File: config.mk
export PLATFORM = sky130hd
export DESIGN_NAME = wb_stage
export DESIGN_NICKNAME = d
export VERILOG_FILES = /design/src/rtl/wb_stage_pkg.sv /design/src/rtl/wb_stage_load_align.sv /design/src/rtl/wb_stage.sv
export SDC_FILE = /design/constraint.sdc
export NUM_CORES = 1
export LEC_CHECK = 0
export CAP_MARGIN = 20
export CORE_MARGIN = 5
export CORE_UTILIZATION = 44
export DETAILED_ROUTE_END_ITERATION = 16
export GPL_TIMING_DRIVEN = 0
export PLACE_DENSITY = 0.88
export SLEW_MARGIN = 20
export SYNTH_ARGS = -nofsm -noshare
export SYNTH_HDL_FRONTEND = slang
export SYNTH_HIERARCHICAL = 1
export SYNTH_SLANG_ARGS = --single-unit
File: constraint.sdc
create_clock -name clk -period 6.6 [get_ports clk]
set_clock_uncertainty 0.2 [all_clocks]
set_input_delay 1.32 -clock clk [delete_from_list [all_inputs] [get_ports clk]]
set_output_delay 1.32 -clock clk [all_outputs]
set_load 0.05 [all_outputs]
File: src/rtl/wb_stage_pkg.sv
// Shared definitions for the write-back stage: load kinds, default widths and
// the tag carried with a staged result.
package wb_stage_pkg;

  localparam int WB_DW         = 32;
  localparam int WB_STARVE_MAX = 4;

  localparam logic [2:0] LD_LW  = 3'd0;
  localparam logic [2:0] LD_LB  = 3'd1;
  localparam logic [2:0] LD_LBU = 3'd2;
  localparam logic [2:0] LD_LH  = 3'd3;
  localparam logic [2:0] LD_LHU = 3'd4;

  typedef struct packed {
    logic [4:0] rd;
    logic       need;
  } wb_tag_t;

endpackage

File: src/rtl/wb_stage_load_align.sv
// Little-endian load alignment: picks the addressed byte/half of a memory word
// and sign- or zero-extends it; unknown load kinds pass the word through.
module load_align
  import wb_stage_pkg::*;
#(
  parameter int DW = WB_DW
) (
  input  logic [DW-1:0] word,
  input  logic [2:0]    ld_type,
  input  logic [1:0]    addr_lo,
  output logic [DW-1:0] data
);

  logic signed [7:0]  b;
  logic signed [15:0] h;

  always_comb begin
    b    = word[{addr_lo, 3'b000} +: 8];
    h    = word[{addr_lo[1], 4'b0000} +: 16];
    data = word;
    case (ld_type)
      LD_LB:   data = DW'(b);
      LD_LBU:  data = DW'($unsigned(b));
      LD_LH:   data = DW'(h);
      LD_LHU:  data = DW'($unsigned(h));
      default: data = word;
    endcase
  end

endmodule

File: src/rtl/wb_stage.sv
// Write-back stage: stages one MEM result, owns the RF write port and shares it
// with a mul/div unit that preempts the pipeline after STARVE_MAX waiting cycles.
module wb_stage
  import wb_stage_pkg::*;
#(
  parameter int DW         = WB_DW,
  parameter int STARVE_MAX = WB_STARVE_MAX
) (
  input  logic          clk,
  input  logic          rst_n,
  input  logic          in_valid,
  output logic          in_ready,
  input  logic [4:0]    in_rd,
  input  logic          in_wen,
  input  logic          in_mem2reg,
  input  logic [DW-1:0] in_alu,
  input  logic [DW-1:0] in_mem,
  input  logic [2:0]    in_ld_type,
  input  logic [1:0]    in_addr_lo,
  input  logic          md_valid,
  output logic          md_ready,
  input  logic [4:0]    md_rd,
  input  logic [DW-1:0] md_data,
  output logic [4:0]    rf_a3,
  output logic [DW-1:0] rf_wd,
  output logic          rf_wr,
  output logic          fwd_valid,
  output logic [4:0]    fwd_rd,
  output logic [DW-1:0] fwd_data
);

  localparam logic [3:0] WAIT_LIM = 4'(STARVE_MAX);

  function automatic logic [3:0] sat_inc(input logic [3:0] v);
    return (v >= WAIT_LIM) ? WAIT_LIM : v + 4'd1;
  endfunction

  logic [DW-1:0] align_p0;
  logic [DW-1:0] data_p0;
  logic          cap_p0;

  logic          vld_p1;
  wb_tag_t       tag_p1;
  logic [DW-1:0] data_p1;
  logic [3:0]    wait_cnt;

  logic          md_grant;
  logic          md_take;
  logic          s_drain;

  // p0: MEM result arrives, load data aligned
  load_align #(.DW(DW)) u_align (
    .word    (in_mem),
    .ld_type (in_ld_type),
    .addr_lo (in_addr_lo),
    .data    (align_p0)
  );

  assign data_p0 = in_mem2reg ? align_p0 : in_alu;
  assign cap_p0  = in_valid && in_ready;

  // Arbitration is purely from registered state plus md_valid.
  assign md_grant = md_valid && (!vld_p1 || !tag_p1.need || wait_cnt == WAIT_LIM);
  assign md_take  = rst_n && md_grant;
  assign s_drain  = vld_p1 && !(tag_p1.need && md_grant);
  assign in_ready = !vld_p1 || s_drain;
  assign md_ready = md_take;

  // p1: staged result, written to the RF unless md preempts it
  always_ff @(posedge clk or negedge rst_n) begin
    if (!rst_n) begin
      vld_p1   <= 1'b0;
      wait_cnt <= 4'd0;
    end else begin
      if (cap_p0) begin
        vld_p1 <= 1'b1;
      end else if (s_drain) begin
        vld_p1 <= 1'b0;
      end
      wait_cnt <= (md_valid && !md_grant) ? sat_inc(wait_cnt) : 4'd0;
    end
  end

  always_ff @(posedge clk) begin
    if (cap_p0) begin
      tag_p1.rd   <= in_rd;
      tag_p1.need <= in_wen && (in_rd != 5'd0);
      data_p1     <= data_p0;
    end
  end

  always_comb begin
    rf_wr = 1'b0;
    rf_a3 = 5'd0;
    rf_wd = '0;
    if (md_take) begin
      if (md_rd != 5'd0) begin
        rf_wr = 1'b1;
        rf_a3 = md_rd;
        rf_wd = md_data;
      end
    end else if (vld_p1 && tag_p1.need) begin
      rf_wr = 1'b1;
      rf_a3 = tag_p1.rd;
      rf_wd = data_p1;
    end
  end

  always_comb begin
    fwd_valid = vld_p1 && tag_p1.need;
    fwd_rd    = fwd_valid ? tag_p1.rd : 5'd0;
    fwd_data  = fwd_valid ? data_p1 : '0;
  end

endmodule

* Yosys cells after proc, flatten, opt, wreduce, memory -nomap -nowiden
Index checks and enable logic that the tools add are counted. Widths: inputs -> output; s select.
Word-level totals: register bits 43
Cells by class: add/sub/neg operators 1, order comparisons 1, shifts and indexed selects 2, reduce and logical (&&, ||, !) cells 18, multiplexer cells 15, eq/ne operators 5
Operators by type and width (number):
- $mux 32 | 4
- $pmux 32 s4 | 1
- $shiftx 32x6->16 | 1
- $shiftx 32x6->8 | 1
- $mux 5 | 3
- $reduce_bool 5->1 | 2
- $logic_and 1x1->1 | 8
- $mux 4 | 2
- $eq 3x2->1 const B | 2
- $mux 1 | 5
- $add 4x1->4 const B | 1
- $eq 4x3->1 const B | 1
- $ge 4x3->1 const B | 1
- $logic_not 1->1 | 4
- $eq 3x1->1 const B | 1
- $eq 3x3->1 const B | 1
- $logic_or 1x1->1 | 3
- $reduce_bool 2->1 | 1

* Longest topological paths before layout
Gate-level depths: netlist (run 1).
word-level depth 10, mapped depth 8, gate-level depth less buffers 5

* Cells and area by module
Netlist (run 1), hierarchy kept.
Modules (own cells, without submodules):
- wb_stage | cells an instance 257, sequential area each 1266.2 µm², area an instance 2777.7 µm², times used 1
- load_align | cells an instance 152, sequential area each 0.0 µm², area an instance 952.2 µm², times used 1

* Worst setup path before layout (run 1)
No wires, ideal clock.
kind input to output, start input rst_n, end output rf_wd[23], cell stages on the path 5, slack 2311 ps, arrival time 2769 ps, cells stage by stage nand2_1 a21oi_4 buf_6 buf_8 mux2i_1
On the way: cells in the longest elaborated chain, start to end 2
RTL lines:
- from (decl) | RTL line wb_stage.sv:10 | input logic rst_n,
- $logic_and 1x1->1 | RTL line wb_stage.sv:64 | assign md_take = rst_n && md_grant;
- named net md_ready | RTL line wb_stage.sv:21 | output logic md_ready,
- $mux 32 | RTL line wb_stage.sv:96 | if (md_take) begin
- to (decl) | RTL line wb_stage.sv:25 | output logic [DW-1:0] rf_wd,
The timed path passes the listed nets, and every way through them passes these cells.

* Final worst setup path (run 1)
start input rst_n, end output rf_wd[27]
On the way: cells in the longest elaborated chain, start to end 2
RTL lines (RTL line):
- $logic_and 1x1->1 | wb_stage.sv:64
- $mux 32 | wb_stage.sv:96
No other way between the ends.

==> impl_metrics.json, run 1 <==
{
  "status": "finished, final reports clean",
  "min_path_type": "register to register",
  "dp_hpwl_mm": 10.93,
  "slew_headroom_pct": 44.71,
  "final_nets": 729,
  "fillers": 610,
  "finalCritPeriodShare_pct": 80.05,
  "criticalPathCategory": "input pin to primary output",
  "rsz0062_at_grt": "false",
  "cts_num_sinks": 43,
  "critical-path-top-delay-family": "buffers and inverters",
  "crit_arrival_ns": 3.76,
  "die_w_um": 102.1,
  "whs_ns": 0.2816,
  "synth_area_um2": 3730,
  "grt_pass1_wl_mm": 20.02,
  "worst_slew_pin_slew_ns": 0.8256,
  "worstHoldPathCells": 1,
  "cts_root_buf": "clkbuf_8",
  "synth_seq_cells": 43,
  "synthArstFlopShare_pct": 11.63,
  "syn_inst": 409,
  "cts-resized-gates": 0,
  "route.vias.total": 3801,
  "syn_avg_cell_area_um2": 9.119,
  "crit_fanout": 10,
  "drtIter0Drc": 148,
  "cts_setup_buffers": 0,
  "yosysSeqAreaShare_pct": 33.95,
  "die_h_um": 102.1,
  "synth-edff-count": 38,
  "gp_congestion": 0.8478,
  "antenna_found_initial": 0,
  "setup_tns_ns": 0,
  "setup_violations": 0,
  "wl_per_cell_um": 18.52,
  "diodes": 0,
  "r2r-start": "wait_cnt[0]$_DFF_PN0_",
  "synth_cell_types": 54,
  "worstReg2RegEnd": "data_p1[10]$_DFFE_PP_",
  "io_pins": 195,
  "path_buf_inv": 4,
  "total_power_uw": 915.3,
  "viasPerCell": 5.309,
  "required_ns": 5.08,
  "yosysWarnings": 6,
  "drive_gt1_share_pct": 10.15,
  "period_minus_slack_ns": 5.283,
  "synth_ff_type": "edfxtp_1",
  "first_pass_iters": 5,
  "syn-num-nets": 528,
  "hold_viol": 0,
  "core_um2": 8258,
  "reg2regPathDepth": 6,
  "die-area_um2": 10420,
  "grt_pass1_vias": 3882,
  "vdd_ir_drop_max_uv": 76.20,
  "grtUsageTotal_pct": 24.70,
  "cts_made_buffers": 5,
  "ant_nets": 0,
  "leakagePower_uw": 0.002544,
  "slew_violations": 0,
  "worst_hold_path.endpoint": "wait_cnt[0]$_DFF_PN0_",
  "path_common_cell": "clkdlybuf4s50_1",
  "worstSkewPairLatency_ns": 0.29,
  "overflow": 0,
  "fmaxAchievable_mhz": 189.3,
  "rows": 33,
  "htree_levels": 2,
  "min_from": "wait_cnt[0]$_DFF_PN0_",
  "powerDensity_nw_per_um2": 154.3,
  "cts_tree": "built",
  "crit_chain": "clkdlybuf4s50_1 -> nand2_1 -> a21oi_4 -> buf_6 -> buf_8 -> mux2i_1 -> clkdlybuf4s50_1",
  "cts_hold_buffers": 0,
  "cap_violations": 0,
  "r2r_slack_ns": 4.55,
  "clkTransAtPathRegs_ns": 0.08,
  "area_delta_synth_final_pct": 59.04,
  "critPathSlowestCell": "clkdlybuf4s50_1",
  "drt-total-wl_mm": 13.26,
  "io_buffers": 193,
  "initial_utilization_pct": 45.17,
  "grt_max_degree": 22,
  "end_kind": "primary output",
  "clockBufferDepth": 2,
  "critPathMaxStageDelay_ns": 0.85,
  "drcViolationCount": 0,
  "startpoint_type": "input pin"
}
-- power breakdown --
part / leakage, uW / switching, uW / internal (uW)
registers: 0.000440 / 7.22 / 321
clock network: 0.0000505 / 87.5 / 95.1
logic: 0.00205 / 226 / 178
total: 0.00254 / 321 / 595
-- worst max-delay path by stage --
stage           from         to  slack [ns]  depth (start not counted)
2_1_floorplan  rst_n  rf_wd[23]        2.31                          5
3_3_place_gp   rst_n  rf_wd[25]        1.42                          7
3_5_place_dp   rst_n  rf_wd[27]        1.32                          7
4_1_cts        rst_n  rf_wd[27]        1.32                          7
5_1_grt        rst_n  rf_wd[25]        1.21                          7
6_report       rst_n  rf_wd[27]        1.32                          7
-- kinds of logic after synthesis --
group / count (synthesis) / synth area share [%]
compound gates: 105 / 19.19
xor+xnor: 2 / 0.4697
fa+ha+maj: 2 / 0.6708
buf+inv: 72 / 9.493
flops: 43 / 33.95
mux: 80 / 23.08
other cells: 1 / 0.1005
simple gates: 104 / 13.05
-- area by class of cell --
class,count,area (um2),share of cell area [%]
inverter,39,146.4,2.468
tap,105,131.4,2.215
timing repair buffer,194,1959,33.03
buffer,33,207.7,3.501
sequential,43,1266,21.35
clock inverter,1,7.507,0.1266
clock buffer,7,96.34,1.624
multi-input combinational,294,2117,35.69
-- routing by layer --
layer	vias to the layer above	share of wire [%]	global-route usage [%]
met3	19	8.5	4.027
met4	0	2.4	8.274
met1	1748	38	29.78
met5	-	0	0
li1	1858	-	-
met2	176	51	44.58
-- state kept, by name, indices dropped and copies added, names as in the netlist --
name      cells
data_p1      32
tag_p1        6
wait_cnt      4
vld_p1        1
-- cell usage after synthesis, drive strengths merged, types with 2 or more instances --
cell type | n | area share, %
nand3 | 4 | 0.54
inv | 39 | 3.9
mux2 | 38 | 11
and3 | 5 | 0.84
clkbuf | 11 | 1.1
and2 | 2 | 0.40
mux2i | 41 | 11
buf | 22 | 4.5
a22oi | 8 | 1.6
nand2b | 2 | 0.34
nor2 | 13 | 1.3
a21o | 16 | 3.3
a21oi | 6 | 1.1
ha | 2 | 0.67
dfrtp | 5 | 3.4
a221oi | 2 | 0.64
nand2 | 57 | 5.7
or2 | 2 | 0.34
xnor2 | 2 | 0.47
o21ai | 58 | 8.9
nor2b | 9 | 1.5
or4 | 2 | 0.50
a221o | 8 | 2.1
edfxtp | 38 | 31
-- placed cells by master, fill, tap and decap left out, drive strengths merged, types with 4 or more instances in the layout --
master / synthesis / layout
a21o: 16 / 16
a21oi: 6 / 6
a221o: 8 / 8
a22oi: 8 / 8
and3: 5 / 5
buf: 22 / 23
clkbuf: 11 / 18
clkdlybuf4s50: 0 / 193
dfrtp: 5 / 5
edfxtp: 38 / 38
inv: 39 / 39
mux2: 38 / 38
mux2i: 41 / 41
nand2: 57 / 57
nand3: 4 / 4
nor2: 13 / 13
nor2b: 9 / 9
o21ai: 58 / 58
-- per-stage QoR --
stage               setup WS, ns  cells  cell area (um2)  utilization (%)
finish                     1.317    716             5932            71.83
global route               1.210    716             5932            71.83
CTS                        1.319    716             5932            71.83
detailed placement         1.323    708             5828            70.58
global placement           1.416    707             5793            70.15
floorplan                  2.311    409             3730                -
(Power assumes the default switching activity.)
==> inputs of run 2 (changes only) <==
--- a/config.mk
+++ b/config.mk
@@ -7,10 +7,10 @@
 export LEC_CHECK = 0
 export CAP_MARGIN = 20
 export CORE_MARGIN = 5
-export CORE_UTILIZATION = 44
+export CORE_UTILIZATION = 37
 export DETAILED_ROUTE_END_ITERATION = 16
 export GPL_TIMING_DRIVEN = 0
-export PLACE_DENSITY = 0.88
+export PLACE_DENSITY = 0.79
 export SLEW_MARGIN = 20
 export SYNTH_ARGS = -nofsm -noshare
 export SYNTH_HDL_FRONTEND = slang
==> constraint.sdc (replaced) <==
create_clock -name clk -period 4.45 [get_ports clk]
set_clock_uncertainty 0.2 [all_clocks]
set_input_delay 0.89 -clock clk [delete_from_list [all_inputs] [get_ports clk]]
set_output_delay 0.89 -clock clk [all_outputs]
set_load 0.05 [all_outputs]
==> run 2 against run 1 <==
Against the previous run: first-iteration DRC count grew 51%; sequential power increased by 48%; worst hold slack worse by 0.0050 ns.
==> impl_metrics.json, run 2 (same netlist as run 1, synthesis figures left out) <==
{
  "worstHoldPathCells": 1,
  "required_ns": 3.36,
  "top_register": "data_p1",
  "worstReg2RegEnd": "data_p1[19]$_DFFE_PP_",
  "largest_reg_flops": 32,
  "clkPwrFrac_pct": 19.2,
  "cts_tree": "built",
  "pwr-share-seq_pct": 36.3,
  "whs_ns": 0.2767,
  "end_kind": "primary output",
  "p_sw_uw": 486.8,
  "io_pins": 195,
  "leakagePower_uw": 0.002565,
  "min_path_type": "register to register",
  "layout_common_cells": "clkdlybuf4s50_1 (191), nand2_1 (57), mux2i_1 (41), inv_1 (39), edfxtp_1 (38)",
  "viasPerCell": 5.067,
  "fillers": 873,
  "gp_congestion": 0.9361,
  "cap_violations": 0,
  "period_minus_slack_ns": 4.314,
  "total_power_uw": 1339,
  "antenna_found_initial": 0,
  "power_frac_comb_pct": 44.5,
  "worst_slew_pin_slew_ns": 0.7477,
  "crit_fanout": 10,
  "grt_pass1_vias": 3874,
  "drtIter0Drc": 224,
  "first_pass_iters": 4,
  "rsz0062_at_grt": "false",
  "final_nets": 729,
  "p_int_uw": 852.7,
  "dp_hpwl_mm": 11.10,
  "min_from": "wait_cnt[0]$_DFF_PN0_",
  "reg2regPathDepth": 6,
  "r2r-start": "wait_cnt[0]$_DFF_PN0_",
  "initial_utilization_pct": 37.98,
  "route.vias.total": 3770,
  "clockBufferDepth": 2,
  "die-area_um2": 12190,
  "swShare_pct": 36.34,
  "drt-total-wl_mm": 13.30,
  "setup_tns_ns": 0,
  "grt_max_degree": 25,
  "cts_made_buffers": 5,
  "slew_headroom_pct": 49.92,
  "vdd_ir_drop_max_uv": 111.1,
  "core_um2": 9819,
  "setup_violations": 0,
  "diodes": 0,
  "final_common_cell": "clkdlybuf4s50_1",
  "slew_violations": 0,
  "criticalPathCategory": "input pin to primary output",
  "ant_nets": 0,
  "cts_num_sinks": 43,
  "grtUsageTotal_pct": 21.03,
  "crit_arrival_ns": 3.22,
  "startpoint_type": "input pin",
  "fmaxAchievable_mhz": 231.8,
  "clkTransAtPathRegs_ns": 0.10,
  "rows": 36,
  "reg_top3": "data_p1: 32 flops, tag_p1: 6 flops, wait_cnt: 4 flops",
  "area_delta_synth_final_pct": 59.81,
  "drive_gt1_share_pct": 10.15,
  "cts_root_buf": "clkbuf_8",
  "wl_per_cell_um": 17.88,
  "worst_hold_path.endpoint": "wait_cnt[0]$_DFF_PN0_",
  "die_w_um": 110.4,
  "powerDensity_nw_per_um2": 224.7,
  "hold_viol": 0,
  "finalCritPeriodShare_pct": 96.94,
  "crit_start": "rst_n",
  "worstSkewPairLatency_ns": 0.30,
  "drcViolationCount": 0,
  "htree_levels": 2,
  "overflow": 0,
  "r2r_slack_ns": 2.39,
  "grt_pass1_wl_mm": 21.04,
  "status": "finished, final reports clean",
  "io_buffers": 193,
  "die_h_um": 110.4,
  "final_core_util_pct": 60.70
}
==> run 2: how the worst max path moves through the flow <==
stage | end | slack (ns) | depth (start not counted)
finish | rf_wd[30] | 0.14 | 7
global route | rf_wd[23] | 0.009 | 7
CTS | rf_wd[29] | 0.09 | 7
detailed placement | rf_wd[29] | 0.09 | 7
global placement | data_p1[9]$_DFFE_PP_ | -0.14 | 4
floorplan | data_p1[0]$_DFFE_PP_ | 1.00 | 3
==> run 2: repair_timing <==
item / 4_1_cts / 5_1_grt
gates resized for setup: 0 / 2
hold buffers: 0 / 0
endpoints found under the setup margin: 0 / 2
hold endpoints to repair: 0 / 0
setup buffers: 0 / 0
==> run 2: area by class of cell <==
type / instances / area [um2] / area share, %
Clock buffer: 5 / 68.82 / 1.154
Inverter: 39 / 146.4 / 2.456
Multi-Input combinational cell: 294 / 2117 / 35.52
Timing Repair Buffer: 194 / 1964 / 32.96
Tap cell: 133 / 166.4 / 2.792
Clock inverter: 3 / 23.77 / 0.3988
Buffer: 33 / 207.7 / 3.484
Sequential cell: 43 / 1266 / 21.24
==> run 2: through the flow <==
| step | std cells | setup WS, ns | cell area [um2] |
|---|---|---|---|
| floorplan | 409 | 1.004 | 3730 |
| global placement | 735 | -0.1421 | 5828 |
| detailed placement | 736 | 0.09444 | 5863 |
| CTS | 744 | 0.09263 | 5956 |
| global route | 744 | 0.009470 | 5961 |
| finish | 744 | 0.1363 | 5961 |
==> run 2: power groups by stage <==
| stage | registers [uW] | clock network, uW | logic, uW |
|---|---|---|---|
| 2_1_floorplan | 493 | 0 | 344 |
| 3_3_place_gp | 496 | 0 | 587 |
| 3_5_place_dp | 496 | 0 | 596 |
| 4_1_cts | 486 | 262 | 599 |
| 5_1_grt | 490 | 277 | 634 |
| 6_report | 486 | 257 | 597 |
==> run 2: per-layer routing <==
metal | wire length, um | global-route usage, %
met2 | 6691 | 37.22
met5 | 0 | 0
met4 | 240 | 5.337
met1 | 5458 | 25.99
met3 | 910 | 4.376
==> run 2: worst max-delay path, cell delays in order <==
cell	delay (ns)
clkdlybuf4s50_1	0.63
nand2_1	0.15
a21oi_4	0.18
buf_6	0.19
buf_8	0.16
mux2i_1	0.20
clkdlybuf4s50_1	0.82
==> inputs of run 3 (changes only) <==
--- a/config.mk
+++ b/config.mk
@@ -8,9 +8,11 @@
 export CAP_MARGIN = 20
 export CORE_MARGIN = 5
 export CORE_UTILIZATION = 37
+export CTS_BUF_LIST = sky130_fd_sc_hd__clkbuf_4 sky130_fd_sc_hd__clkbuf_8
 export DETAILED_ROUTE_END_ITERATION = 16
 export GPL_TIMING_DRIVEN = 0
 export PLACE_DENSITY = 0.79
+export SETUP_SLACK_MARGIN = 0.1
 export SLEW_MARGIN = 20
 export SYNTH_ARGS = -nofsm -noshare
 export SYNTH_HDL_FRONTEND = slang
==> run 3 against run 2 <==
Against the previous run: worst hold slack got worse by 0.0011 ns; combinational power barely moved; maximum frequency rose by 2.0%; first-iteration DRC count fell by 3.1%; critical path type unchanged; cell area rose by 0.57%; via count rose by 1.5%; critical path depth fell by 1; clock power barely moved; die area did not move; sequential share of layout area fell by 0.12 points; register-to-register slack improved by 0.02 ns.
==> impl_metrics.json, run 3 (same netlist as run 1, synthesis figures left out) <==
{
  "status": "finished, final reports clean",
  "grtUsageTotal_pct": 21.03,
  "final_common_cell": "clkdlybuf4s50_1",
  "drtIter0Drc": 217,
  "dp_hpwl_mm": 11.10,
  "required_ns": 3.36,
  "fin_area_um2": 5995,
  "slew_headroom_pct": 49.98,
  "crit_fanout": 10,
  "crit_start": "rst_n",
  "worst_slew_pin_slew_ns": 0.7469,
  "cts_num_sinks": 43,
  "cts_made_buffers": 5,
  "clkTransAtPathRegs_ns": 0.10,
  "fmaxAchievable_mhz": 236.3,
  "path_common_cell": "clkdlybuf4s50_1",
  "min_path_type": "register to register",
  "cts_hold_buffers": 0,
  "critPathMaxStageDelay_ns": 0.82,
  "area_delta_synth_final_pct": 60.72,
  "finalCritPeriodShare_pct": 95.08,
  "grt_pass1_vias": 3874,
  "crit_chain": "clkdlybuf4s50_1 -> nand2_1 -> a21oi_4 -> buf_4 -> mux2i_1 -> clkdlybuf4s50_1",
  "r2r_slack_ns": 2.41,
  "critical-path-top-delay-family": "buffers and inverters",
  "ant_nets": 0,
  "criticalPathCategory": "input pin to primary output",
  "cts_root_buf": "clkbuf_8",
  "final-seq-area_um2": 1266,
  "initial_utilization_pct": 37.98,
  "drive_gt1_share_pct": 10.15,
  "io_buffers": 193,
  "dp.cells": 736,
  "wl_per_cell_um": 18.10,
  "drt-total-wl_mm": 13.47,
  "critPathSlowestCell": "clkdlybuf4s50_1",
  "r2r-start": "wait_cnt[0]$_DFF_PN0_",
  "period_minus_slack_ns": 4.231,
  "hold_viol": 0,
  "largest_reg_flops": 32,
  "antenna_found_initial": 0,
  "vdd_ir_drop_max_uv": 109.7,
  "startpoint_type": "input pin",
  "cap_violations": 0,
  "rows": 36,
  "drcViolationCount": 0,
  "grt_pass1_wl_mm": 21.04,
  "crit_arrival_ns": 3.14,
  "gp_congestion": 0.9361,
  "overflow": 0,
  "fillers": 868,
  "path_buf_inv": 3,
  "leakagePower_uw": 0.002781,
  "htree_levels": 2,
  "viasPerCell": 5.141,
  "die_h_um": 110.4,
  "setup_violations": 0,
  "cts_tree": "built",
  "io_pins": 195,
  "setup_tns_ns": 0,
  "finalNonFillerCells": 744,
  "die_w_um": 110.4,
  "powerDensity_nw_per_um2": 223.3,
  "worstSkewPairLatency_ns": 0.30,
  "route.vias.total": 3825,
  "end_kind": "primary output",
  "clockBufferDepth": 2,
  "layout_common_cells": "clkdlybuf4s50_1 (176), nand2_1 (57), mux2i_1 (41), inv_1 (39), edfxtp_1 (38)",
  "rsz0062_at_grt": "false",
  "min_from": "wait_cnt[0]$_DFF_PN0_",
  "top_register": "data_p1",
  "first_pass_iters": 5,
  "final_nets": 729,
  "multi_input_area_um2": 2117,
  "slew_violations": 0,
  "cts_setup_buffers": 0,
  "reg_top3": "data_p1: 32 flops, tag_p1: 6 flops, wait_cnt: 4 flops",
  "grt_max_degree": 25,
  "die-area_um2": 12190,
  "core_um2": 9819,
  "postPlaceCellArea_um2": 5863,
  "diodes": 0
}
[run 3: cell types whose count changed in the layout (fill, tap and decap cells not counted), sizes merged]
cell           previous run  this run
dlygate4sd2               0         1
dlymetal6s2s              2        16
clkdlybuf4s50           191       176
[run 3: worst register-to-register path, delay by kind of cell (launching register included)]
kind / cells / cell delay (ns)
adder cells (fa/ha/maj): 1 / 0.17
buffers and inverters: 2 / 0.29
flip-flops: 1 / 0.41
AND/OR/NAND/NOR: 3 / 0.71
[run 3: metal layers]
metal  vias to the layer above  wire (um)  GRT usage [%]
met5                         -          0              0
li1                       1861          -              -
met1                      1788       5575          25.99
met3                        14        852          4.376
met4                         0        246          5.337
met2                       162       6791          37.22
[run 3: final timing paths]
path	cells after the start	end
min in group asynchronous	1	vld_p1$_DFFE_PN0P_
worst min register to register	1	wait_cnt[0]$_DFF_PN0_
worst max register to register	6	data_p1[9]$_DFFE_PP_
max in group asynchronous	1	wait_cnt[3]$_DFF_PN0_
worst min-delay path	1	wait_cnt[0]$_DFF_PN0_
worst max-delay path	6	rf_wd[21]
[run 3: cell type report]
| cell class | instances | share of cell area [%] |
|---|---|---|
| clock buffers | 5 | 1.148 |
| flip-flops and latches | 43 | 21.12 |
| multi-input cells | 294 | 35.32 |
| repair buffers | 194 | 33.33 |
| well taps | 133 | 2.776 |
| inverters | 39 | 2.442 |
| plain buffers | 33 | 3.465 |
| clock inverters | 3 | 0.3966 |
[run 3: stage by stage]
stage / setup slack, ns / total power (uW) / hold slack, ns / utilization (%)
4_1_cts: 0.1070 / 1347 / 0.2769 / 60.64
5_1_grt: 0.09995 / 1399 / 0.2892 / 61.05
2_1_floorplan: 1.004 / 837.1 / 0.2385 / -
6_report: 0.2188 / 1338 / 0.2756 / 61.05
3_3_place_gp: -0.1421 / 1083 / 0.2511 / 59.35
3_5_place_dp: 0.09444 / 1092 / 0.2634 / 59.71
[run 3: what timing repair did]
item | CTS | global route
gates resized for setup | 1 | 16
endpoints found under the setup margin | 1 | 16
gates cloned | 0 | 0
[run 3: report_power, final]
part	internal, uW	switching [uW]	leakage, uW
clock	112	143	0.0000408
combinational	262	334	0.00230
sequential	477	9.73	0.000440
